==> src/rtl/mult_div_unit.sv <==
// mult_div_unit: multicycle shift-add multiply / restoring divide with HI/LO registers.
// Define MULTDIV_SIGNED_EN to let op[1] select signed operation; otherwise every operation is unsigned.
module mult_div_unit #(
    parameter int WIDTH = 32
) (
    input  logic             clk,
    input  logic             reset,
    input  logic             start,
    input  logic [1:0]       op,
    input  logic [WIDTH-1:0] a,
    input  logic [WIDTH-1:0] b,
    output logic             busy,
    output logic             done,
    output logic             div_zero,
    output logic [WIDTH-1:0] hi,
    output logic [WIDTH-1:0] lo
);
    localparam logic [1:0] IDLE = 2'd0, RUN = 2'd1, FIN = 2'd2;
    localparam int CW = $clog2(WIDTH + 1);
    localparam logic [CW-1:0] CNT_INIT = CW'(WIDTH);

    logic [1:0]         state;
    logic [CW-1:0]      cnt;
    logic [2*WIDTH-1:0] acc, step, res;
    logic [WIDTH-1:0]   opb, a_mag, b_mag, quo, rem;
    logic [WIDTH:0]     mul_sum, rem_sh, diff;
    logic               is_div;
`ifdef MULTDIV_SIGNED_EN
    logic sgn, neg_res, neg_a;
`else
    logic unused_sign;
    assign unused_sign = op[1];
`endif

    assign busy = state != IDLE;

    // acc holds {partial product, multiplier} for multiply and {remainder, dividend/quotient} for divide
    always_comb begin
`ifdef MULTDIV_SIGNED_EN
        sgn   = ~op[1];
        a_mag = (sgn && a[WIDTH-1]) ? -a : a;
        b_mag = (sgn && b[WIDTH-1]) ? -b : b;
        quo   = neg_res ? -acc[WIDTH-1:0] : acc[WIDTH-1:0];
        rem   = neg_a ? -acc[2*WIDTH-1:WIDTH] : acc[2*WIDTH-1:WIDTH];
        res   = is_div ? {rem, quo} : (neg_res ? -acc : acc);
`else
        a_mag = a;
        b_mag = b;
        quo   = acc[WIDTH-1:0];
        rem   = acc[2*WIDTH-1:WIDTH];
        res   = is_div ? {rem, quo} : acc;
`endif
        mul_sum = {1'b0, acc[2*WIDTH-1:WIDTH]} + (acc[0] ? {1'b0, opb} : '0);
        rem_sh  = acc[2*WIDTH-1:WIDTH-1];
        diff    = rem_sh - {1'b0, opb};
        step    = !is_div ? {mul_sum, acc[WIDTH-1:1]} :
                  diff[WIDTH] ? {rem_sh[WIDTH-1:0], acc[WIDTH-2:0], 1'b0} :
                  {diff[WIDTH-1:0], acc[WIDTH-2:0], 1'b1};
    end

    always_ff @(posedge clk or negedge reset) begin
        if (!reset) begin
            state    <= IDLE;
            cnt      <= '0;
            acc      <= '0;
            opb      <= '0;
            is_div   <= 1'b0;
            hi       <= '0;
            lo       <= '0;
            done     <= 1'b0;
            div_zero <= 1'b0;
`ifdef MULTDIV_SIGNED_EN
            neg_res  <= 1'b0;
            neg_a    <= 1'b0;
`endif
        end else begin
            done     <= 1'b0;
            div_zero <= 1'b0;
            case (state)
                IDLE: if (start) begin
                    if (op[0] && b == '0) begin
                        done     <= 1'b1;
                        div_zero <= 1'b1;
                    end else begin
                        acc    <= {{WIDTH{1'b0}}, a_mag};
                        opb    <= b_mag;
                        is_div <= op[0];
                        cnt    <= CNT_INIT;
                        state  <= RUN;
`ifdef MULTDIV_SIGNED_EN
                        neg_res <= sgn & (a[WIDTH-1] ^ b[WIDTH-1]);
                        neg_a   <= sgn & a[WIDTH-1];
`endif
                    end
                end
                RUN: begin
                    acc <= step;
                    cnt <= cnt - CW'(1);
                    if (cnt == CW'(1)) state <= FIN;
                end
                FIN: begin
                    {hi, lo} <= res;
                    done     <= 1'b1;
                    state    <= IDLE;
                end
                default: state <= IDLE;
            endcase
        end
    end
endmodule

==> config.mk <==
export PLATFORM = sky130hd
export DESIGN_NAME = mult_div_unit
export DESIGN_NICKNAME = d
export VERILOG_FILES = /design/src/rtl/mult_div_unit.sv
export SDC_FILE = /design/constraint.sdc
export NUM_CORES = 1
export LEC_CHECK = 0
export CAP_MARGIN = 10
export CELL_PAD_IN_SITES_DETAIL_PLACEMENT = 1
export CELL_PAD_IN_SITES_GLOBAL_PLACEMENT = 1
export CORE_UTILIZATION = 44
export DETAILED_ROUTE_END_ITERATION = 12
export GPL_TIMING_DRIVEN = 0
export PLACE_DENSITY = 0.88
export SLEW_MARGIN = 20
export SYNTH_ARGS = -nofsm -noshare
export SYNTH_HDL_FRONTEND = slang
export SYNTH_SLANG_ARGS = --single-unit
==> constraint.sdc <==
create_clock -name clk -period 4.1 [get_ports clk]
set_input_delay 0.615 -clock clk [delete_from_list [all_inputs] [get_ports clk]]
set_output_delay 0.615 -clock clk [all_outputs]
set_load 0.02 [all_outputs]
==> impl_metrics.json <==
{
  "status": "complete, no violations",
  "syn-instance-count": 1253,
  "fin_crit_sh_pct": 96.0,
  "grt_pass1_wl_microns": 61300,
  "synth_nets": 1390,
  "maxSlewViolCount": 0,
  "ioPinCount": 136,
  "first_global_vias": 11051,
  "path_clk_slew_ps": 90,
  "fin_tns_setup_ps": 0,
  "ff2ff_path_depth": 12,
  "cts_buffers": 17,
  "switching_share_pct": 50.2,
  "startpoint_type": "register",
  "power.leakage_uw": 0.00619,
  "track_usage_pct": 30.3,
  "pwr-share-clk_pct": 14.1,
  "ant_nets": 0,
  "yosys.area_share.simple_pct": 14.8,
  "synth-adder-area-share_pct": 7.70,
  "p_int_uw": 6430,
  "pwr_density_cell_mw_per_mm2": 942,
  "synth_top_family_by_area": "compound AO/OA/AOI/OAI gates",
  "r2r_end": "acc[61]",
  "skew_ps": 18.3,
  "ys_seq_elements": 171,
  "required_ps": 4460,
  "crit_fanout": 10,
  "start_util_pct": 44.8,
  "overflow": 0,
  "worstPathCellList": "clkbuf_1, and2_1, ha_1, o21ai_0, a21oi_1, o31ai_1, a211oi_1, o221ai_1, o21ai_0, o31ai_1, xnor2_1, a21o_1",
  "drt-total-wl_microns": 39000,
  "synth_compound_area_share_pct": 20.6,
  "cts_tree": "done",
  "die_area_sq_mm": 0.0262,
  "setup_violations": 0,
  "num_rows": 58,
  "synthXorXnorAreaFrac_pct": 4.13,
  "ir_drop_uv": 417,
  "multi_input_area_sq_mm": 0.00650,
  "nets": 1544,
  "holdWs_ps": 117,
  "pre_cts_ws_ps": -214,
  "yosysUniqueCellTypes": 71,
  "muxShareOfSynthArea_pct": 10.5,
  "cts_hold_buffers": 0,
  "yosys_warnings": 0,
  "synth_area_sq_mm": 0.0112,
  "p_comb_share_pct": 62.1,
  "register_area_sq_mm": 0.00428,
  "setup_slack_ps": 164,
  "drtPass1Iterations": 6,
  "hold_viol": 0,
  "yosysSeqAreaShare_pct": 38.1,
  "hp-class": "input pin to asynchronous set/reset pin",
  "cts_buffer_depth": 2,
  "die-width_microns": 162,
  "reg2reg_slack_ps": 160,
  "nFillCells": 2957,
  "worstPathArrival_ps": 4290,
  "critical_path_class": "register to register",
  "timing.rr.start": "acc[0]",
  "gp_congestion": 0.897,
  "final_util_pct": 54.6,
  "drv_cap": 0,
  "worstMarginPinSlew_ps": 820,
  "worst_skew_pair.late_latency_ps": 470,
  "avgSynthCellArea_sq_um": 8.97,
  "port_buffers": 134,
  "antenna_found_initial": 2,
  "synthArstFlopShare_pct": 100,
  "htree_levels": 4,
  "rsz0062_at_grt": "no",
  "cts-root-buf": "clkbuf_16",
  "cp_slowest_cell": "dfrtp_1",
  "grt_max_degree": 98,
  "drive_gt1_share_pct": 8.94,
  "power_frac_seq_pct": 23.8,
  "coreArea_sq_mm": 0.0251,
  "synth_ff_type": "dfrtp_1",
  "die_h_microns": 162,
  "cts_setup_buffers": 0,
  "switchingPower_uw": 6480,
  "remaining_drc_errors": 0,
  "p_total_uw": 12900,
  "hpwl_microns": 27700,
  "endpoint_kind": "register",
  "num_vias": 10529,
  "layout_min_cycle_time_ps": 3940,
  "fmaxAchievable_mhz": 254,
  "max_stage_delay_ps": 570,
  "synth-edff-count": 0,
  "max_slew_margin_pct": 45.3,
  "initialDrtViolationCount": 836,
  "clock_sinks": 171,
  "areaGrowthSynthToFinish_pct": 21.9,
  "viasPerCell": 6.01,
  "drt-wirelength-per-cell_microns": 22.3
}
==> cell usage in the layout, fill, tap and decap left out, drive strengths merged, types with 12 or more instances in the layout <==
cell / count
xor2: 20
mux2: 60
a21o: 29
nor2: 95
xnor2: 33
buf: 26
and2: 35
ha: 66
a31oi: 14
nor3: 12
nand2b: 12
dfrtp: 171
clkdlybuf4s50: 133
clkbuf: 61
nand2: 140
inv: 62
mux2i: 50
o21ai: 128
nand3: 15
a22oi: 17
a21oi: 101
==> how the worst max path moves through the flow <==
stage	startpoint	endpoint
6_report	acc[0]	acc[61]
5_1_grt	b[29]	acc[29]
4_1_cts	acc[0]	acc[62]
3_5_place_dp	b[17]	acc[28]
3_3_place_gp	reset	lo[10]
2_1_floorplan	acc[0]	acc[59]
==> routing by layer <==
layer / share of wire, % / global-route usage (%)
met5: 0.033 / 0
met3: 6.0 / 6.10
met4: 3.4 / 12.7
met1: 42 / 37.4
met2: 49 / 51.5
==> synthesized netlist by cell type, types with 11 or more instances <==
master	number	area [sq um]
a21oi_1	101	505
nand2_1	140	526
a21o_1	29	218
and2_1	35	219
o21ai_0	122	611
clkbuf_1	42	158
mux2_2	60	676
mux2i_1	50	500
a22oi_1	17	128
buf_1	13	48.8
xor2_1	20	175
a31oi_1	14	87.6
nand4_1	11	68.8
nand3_1	15	75.1
nor3_1	12	60.1
nor2_1	94	353
ha_1	66	826
inv_1	52	195
nand2b_1	12	75.1
xnor2_1	33	289
dfrtp_1	171	4280
==> per-stage QoR <==
step | instance area, sq um | cells
final | 13700 | 1751
after detailed placement | 13000 | 1718
after global routing | 13700 | 1750
after global placement | 13000 | 1717
after floorplan | 11200 | 1253
after CTS | 13700 | 1750
==> critical path: cells and delay by family, from the launching register on <==
kind	cells	cell delay, ps
simple gates	1	220
buf+inv	1	480
flops	1	570
xor+xnor	1	130
fa+ha+maj	1	260
compound gates	8	2170
==> flip-flops by register name, indices dropped and copies added (netlist names) <==
register  flops
div_zero      1
state         2
opb          32
lo           32
cnt           6
is_div        1
acc          64
hi           32
done          1
==> area by class of cell <==
cell class	instances	area share [%]
Clock buffer	17	3.10
Sequential cell	171	31.2
Buffer	68	2.12
Antenna cell	1	0.0183
Inverter	52	1.42
Multi-Input combinational cell	962	47.4
Timing Repair Buffer	135	10.0
Clock inverter	15	1.68
Tap cell	330	3.01
==> power by group through the flow <==
stage	registers, uW	logic [uW]	clock network, uW
floorplan	3040	5330	0
global placement	3030	7420	0
detailed placement	3060	7720	0
CTS	3060	7910	1820
global route	3150	8680	1880
finish	3070	8010	1820
==> timing repair <==
item                       in CTS  in global routing
hold endpoints to repair        0                  0
setup endpoints to repair       0                 11
gates resized for setup         0                  4
==> kinds of logic (layout without fill, tap and decap cells) <==
logic type	after synthesis	count (layout)
AOI/OAI and AO/OA	370	370
and+or+nand+nor	361	361
DFF	171	171
buffers and inverters	120	287
muxes	110	110
adders and majority gates	68	68
xor gates and xnor gates	53	53
other	0	1
No activity file was read; power rests on OpenSTA's default activity.
==> RTL change 1: new RTL, same flow settings <==
Change the parameter `WIDTH` from 32 to 16.
--- a/src/rtl/mult_div_unit.sv
+++ b/src/rtl/mult_div_unit.sv
@@ -2,5 +2,5 @@
 // Define MULTDIV_SIGNED_EN to let op[1] select signed operation; otherwise every operation is unsigned.
 module mult_div_unit #(
-    parameter int WIDTH = 32
+    parameter int WIDTH = 16
 ) (
     input  logic             clk,
Ports: changed (resized a, b, hi and lo); port bits go from 136 to 72. No check against the original RTL was run, so the function may have changed too.
==> RTL change 1 against the unedited design <==
  * Register-to-register slack improved by 0.14 ns
  * Cell area down 51%
  * Sequential share of layout area is 2.2 points higher
  * Routed wire length down 55%
  * Sequential cell count decreased by 81
  * Count of clock-buffer cells in the layout is 6 lower
  * Worst setup slack gained 0.039 ns
  * Critical path depth fell by 2
  * Total power is 51% lower
  * First-iteration DRC count down 67%
  * Area after synthesis fell by 51%
  * Highest routed layer is now met4
==> RTL change 1: results (changes against the unedited design) <==
detail_route.wl_per_cell_um: 21.6  # -3.3%
synth_area_leaders: "dfrtp_1 41%, ha_1 7.7%, mux2_2 5.7%"
drt-pass1-iter-count: 5  # -1
ys_top_cells_by_count: "90 x dfrtp_1, 48 x o21ai_0, 42 x nand2_1"
io_buffers: 70  # -48%
max_slew_margin_pct: 48.3  # +2.9 points
outcome: "finished clean"
dpl_cell_area_sq_um: 6450  # -51%
n_antenna_cell: 0  # -1
synth_cell_type_count: 54  # -24%
place_hpwl_mm: 12.8  # -54%
cts_made_buffers: 9  # -8
htree_levels: 3  # -1
postCtsSetupBuffers: 0  # unchanged
r2r-end: "acc[28]$_DFFE_PN0P_"
areaGrowthSynthToFinish_pct: 22.3
seq_area_frac_synth_pct: 40.9  # +2.8 points
worst_ep_arrival_time_ns: 4.15  # -0.14 ns
gp_congestion: 0.837  # -6.6%
holdWs_ns: 0.102  # -0.0150 ns
cp-endpoint: "acc[21]$_DFFE_PN0P_"
rrSetupSlack_ns: 0.30  # +0.14 ns
grt_usage_pct: 29.0  # -1.3 points
syn_nets: 635  # -54%
grt_pass1_wl_mm: 28.9  # -53%
largest_register_ffs: 32  # -50%
grt_max_degree: 73  # -26%
clk_pin_slew_ns: 0.07  # -0.02 ns
drtIter0Drc: 277  # -67%
power_leakage_uw: 0.00304  # -51%
peakVddDrop_uv: 448  # +7.2%
antenna_found_initial: 0  # -2
-- RTL change 1: cells by family after synthesis --
group,Yosys count,synth area share [%]
AO/OA/AOI/OAI,153,18.8
XOR/XNOR,22,3.50
adder cells (fa/ha/maj),36,8.45
buffers and inverters,61,4.32
flip-flops,90,40.9
multiplexers,59,11.5
AND/OR/NAND/NOR,141,12.6
-- RTL change 1: per-layer routing --
layer / global-route usage, % / up-vias / part of all wire, %
met3: 4.89 / 57 / 4.3
met1: 34.9 / 2517 / 41
li1: - / 2194 / -
met5: 0 / - / 0
met2: 49.8 / 143 / 51
met4: 15.5 / 0 / 4.3
-- RTL change 1: final cells by class --
class / count / area share, %
clock inverters: 5 / 0.557
plain buffers: 26 / 1.60
flip-flops and latches: 90 / 33.4
repair buffers: 71 / 10.8
clock buffers: 11 / 3.60
well taps: 168 / 3.12
multi-input cells: 411 / 44.9
inverters: 35 / 1.95
-- RTL change 1: worst max-delay path, stage by stage --
cell and delay, ns:
clkdlybuf4s50_1 0.45, nor4_1 0.64, nand4_1 0.40, nor4_1 0.32, nand2b_1 0.23, a21o_1 0.13
clkbuf_1 0.48, clkbuf_1 0.53, a22oi_1 0.21, o21ai_0 0.14
-- RTL change 1: power breakdown --
part	switching [uW]	internal (uW)
clock network	376	431
registers	351	1270
logic	2210	1700
total	2940	3400
-- RTL change 1: stage by stage --
step | instances | TNS [ns] | setup slack, ns | total power [uW]
final | 817 | 0 | 0.203 | 6340
after global routing | 817 | 0 | 0.101 | 6760
after CTS | 817 | 0 | 0.0368 | 6290
after detailed placement | 801 | -0.455 | -0.0817 | 5390
after global placement | 800 | -89.92 | -1.01 | 5120
after floorplan | 562 | 0 | 1.16 | 4230
==> RTL change 2: new RTL, same settings <==
Made on the original files. Make the reset (`reset`) synchronous in one clocked block.
--- a/src/rtl/mult_div_unit.sv
+++ b/src/rtl/mult_div_unit.sv
@@ -59,5 +59,5 @@
     end
 
-    always_ff @(posedge clk or negedge reset) begin
+    always_ff @(posedge clk) begin
         if (!reset) begin
             state    <= IDLE;
Check against the original RTL: differs if reset is asserted again (counterexample within 4 cycles, from zero or initial values and one cycle with reset low); with reset held inactive, the same outputs for 10 cycles.
==> RTL change 2 against the unedited design <==
  * Area after synthesis is 3.3% lower
  * Routed wire length is 3.7% higher
  * Non-clock buffer count is 11 higher
  * Cell area is 3.2% lower
  * Fmax is 0.92% lower
  * Sequential cell count stayed put
  * Count of clock-buffer cells in the layout stayed put
  * Core utilization is 0.11 points higher
  * Worst setup slack worse by 0.036 ns
  * Worst hold slack better by 0.34 ns
  * Critical endpoint is now cnt[1]$_SDFFE_PN0P_
  * Highest routed layer is now met4
Power is not compared: it rests on default switching activity, and its combinational part moved more than twofold at a synthesized area within 25%.
==> RTL change 2: results (changes against the unedited design) <==
outcome: "finished clean"
ys_async_sr_fraction_pct: 0  # -100 points
clock_latency_ns: 0.45  # -0.02 ns
clk_pin_slew_ns: 0.08
internal_power_uw: 2940
drtIter0Drc: 802  # -4.1%
power_leakage_uw: 0.00505
io_buffers: 134  # unchanged
synth-xor-area-share_pct: 4.35  # +0.22 points
detail_route.wl_per_cell_um: 21.9  # -1.6%
n_antenna_cell: 0  # -1
gp_congestion: 0.931  # +3.8%
drive_gt1_share_pct: 6.05  # -2.9 points
antenna_found_initial: 0  # -2
clk_path_buf_depth: 2  # unchanged
first_global_vias: 11800  # +6.7%
grt_pass1_wl_mm: 64.4  # +5.0%
top_register: "acc"
drt-pass1-iter-count: 6  # unchanged
ys_top_cells_by_count: "268 x nand2_1, 171 x dfxtp_1, 102 x a21boi_0"
worst_ep_arrival_time_ns: 4.35  # +0.06 ns
synth_compound_gate_area_share_pct: 25.6  # +5.1 points
grt_max_degree: 20  # -80%
synthAdderAreaFrac_pct: 7.97  # +0.27 points
postCtsSetupBuffers: 0  # unchanged
synth_cell_type_count: 72  # +1.4%
grt_usage_pct: 32.2  # +1.9 points
pre_cts_slack_ns: -0.586  # -0.372 ns
largest_register_ffs: 64  # unchanged
final_nets: 1645  # +6.5%
htree_levels: 4  # unchanged
yosys_warnings: 0  # unchanged
syn_area_per_cell_sq_um: 8.02  # -11%
final_cells: 1845  # +5.4%
synth_edf_count: 0  # unchanged
peakVddDrop_uv: 256
syn_nets: 1492  # +7.3%
root_buffer: "clkbuf_16"
max_cap_viol_count: 0  # unchanged
seq_area_frac_synth_pct: 31.5  # -6.6 points
drt-vias-per-instance: 6.04  # +0.47%
muxShareOfSynthArea_pct: 5.01  # -5.5 points
place_hpwl_mm: 29.7  # +7.3%
skew_ns: 0.0129  # -0.00539 ns
hold_path_class: "register to register"
max_slew_margin_pct: 21.6  # -24 points
synth_area_leaders: "dfxtp_1 32%, nand2_1 9.3%, ha_1 7.6%"
RTL change 2: changes by cell type after synthesis, moves of 34 or more:
cell,delta
a21boi_0,+98
a21oi_1,-34
dfrtp_1,-171
dfxtp_1,+171
nand2_1,+128
nor2_1,-34
o21ai_0,-74
RTL change 2: worst paths after layout:
check | startpoint | to | slack (ns) | depth (start not counted)
worst max-delay path | b[14] | cnt[1]$_SDFFE_PN0P_ | 0.13 | 11
worst min-delay path | hi[15]$_SDFFE_PN0P_ | hi[15]$_SDFFE_PN0P_ | 0.46 | 2
worst max register to register | acc[0]$_SDFFE_PN0P_ | acc[56]$_SDFFE_PN0P_ | 0.19 | 12
worst min register to register | hi[15]$_SDFFE_PN0P_ | hi[15]$_SDFFE_PN0P_ | 0.46 | 2
RTL change 2: metal layers:
layer / up-vias / global-route usage (%) / share of wire, %
met5: - / 0 / 0
met4: 0 / 17.6 / 4.7
met3: 111 / 5.78 / 6.0
met2: 423 / 55.1 / 48
met1: 5474 / 38.2 / 41
li1: 5138 / - / -
RTL change 2: kinds of logic after synthesis:
logic type / after synthesis
AOI/OAI and AO/OA: 393
muxes: 50
adders and majority gates: 68
xor gates and xnor gates: 51
and+or+nand+nor: 491
DFF: 171
buffers and inverters: 131
RTL change 2: metrics by stage:
step / cell area (sq um) / power [uW]
6_report: 13300 / 4330
5_1_grt: 13300 / 4470
4_1_cts: 13300 / 4310
3_5_place_dp: 12600 / 2610
3_3_place_gp: 12600 / 2580
2_1_floorplan: 10900 / 2320
RTL change 2: critical path, stage by stage:
cell             delay, ns
clkdlybuf4s50_1       0.51
nor4_2                0.69
nand4_1               0.18
nor3_1                0.59
o21ai_0               0.16
nand2b_1              0.12
and2_1                0.13
clkbuf_1              0.39
clkbuf_1              0.65
nand2_1               0.20
o21ai_0               0.11
RTL change 2: area by class of cell:
cell class | instances | area [sq um]
clock inverters | 15 | 195
flip-flops and latches | 171 | 3420
well taps | 324 | 405
multi-input cells | 1053 | 6930
inverters | 51 | 191
fillers | 2947 | 11000
repair buffers | 134 | 1340
clock buffers | 17 | 425
plain buffers | 80 | 352
RTL change 2: power by group through the flow:
stage | registers (uW) | clock network, uW | logic, uW
2_1_floorplan | 1790 | 0 | 530
5_1_grt | 1780 | 1790 | 890
3_3_place_gp | 1810 | 0 | 769
6_report | 1780 | 1720 | 831
4_1_cts | 1770 | 1720 | 819
3_5_place_dp | 1810 | 0 | 800
RTL change 2: repair_timing:
action                     4_1_cts  5_1_grt
resized for setup                5        3
setup endpoints to repair       23       12
hold buffers                     0        0
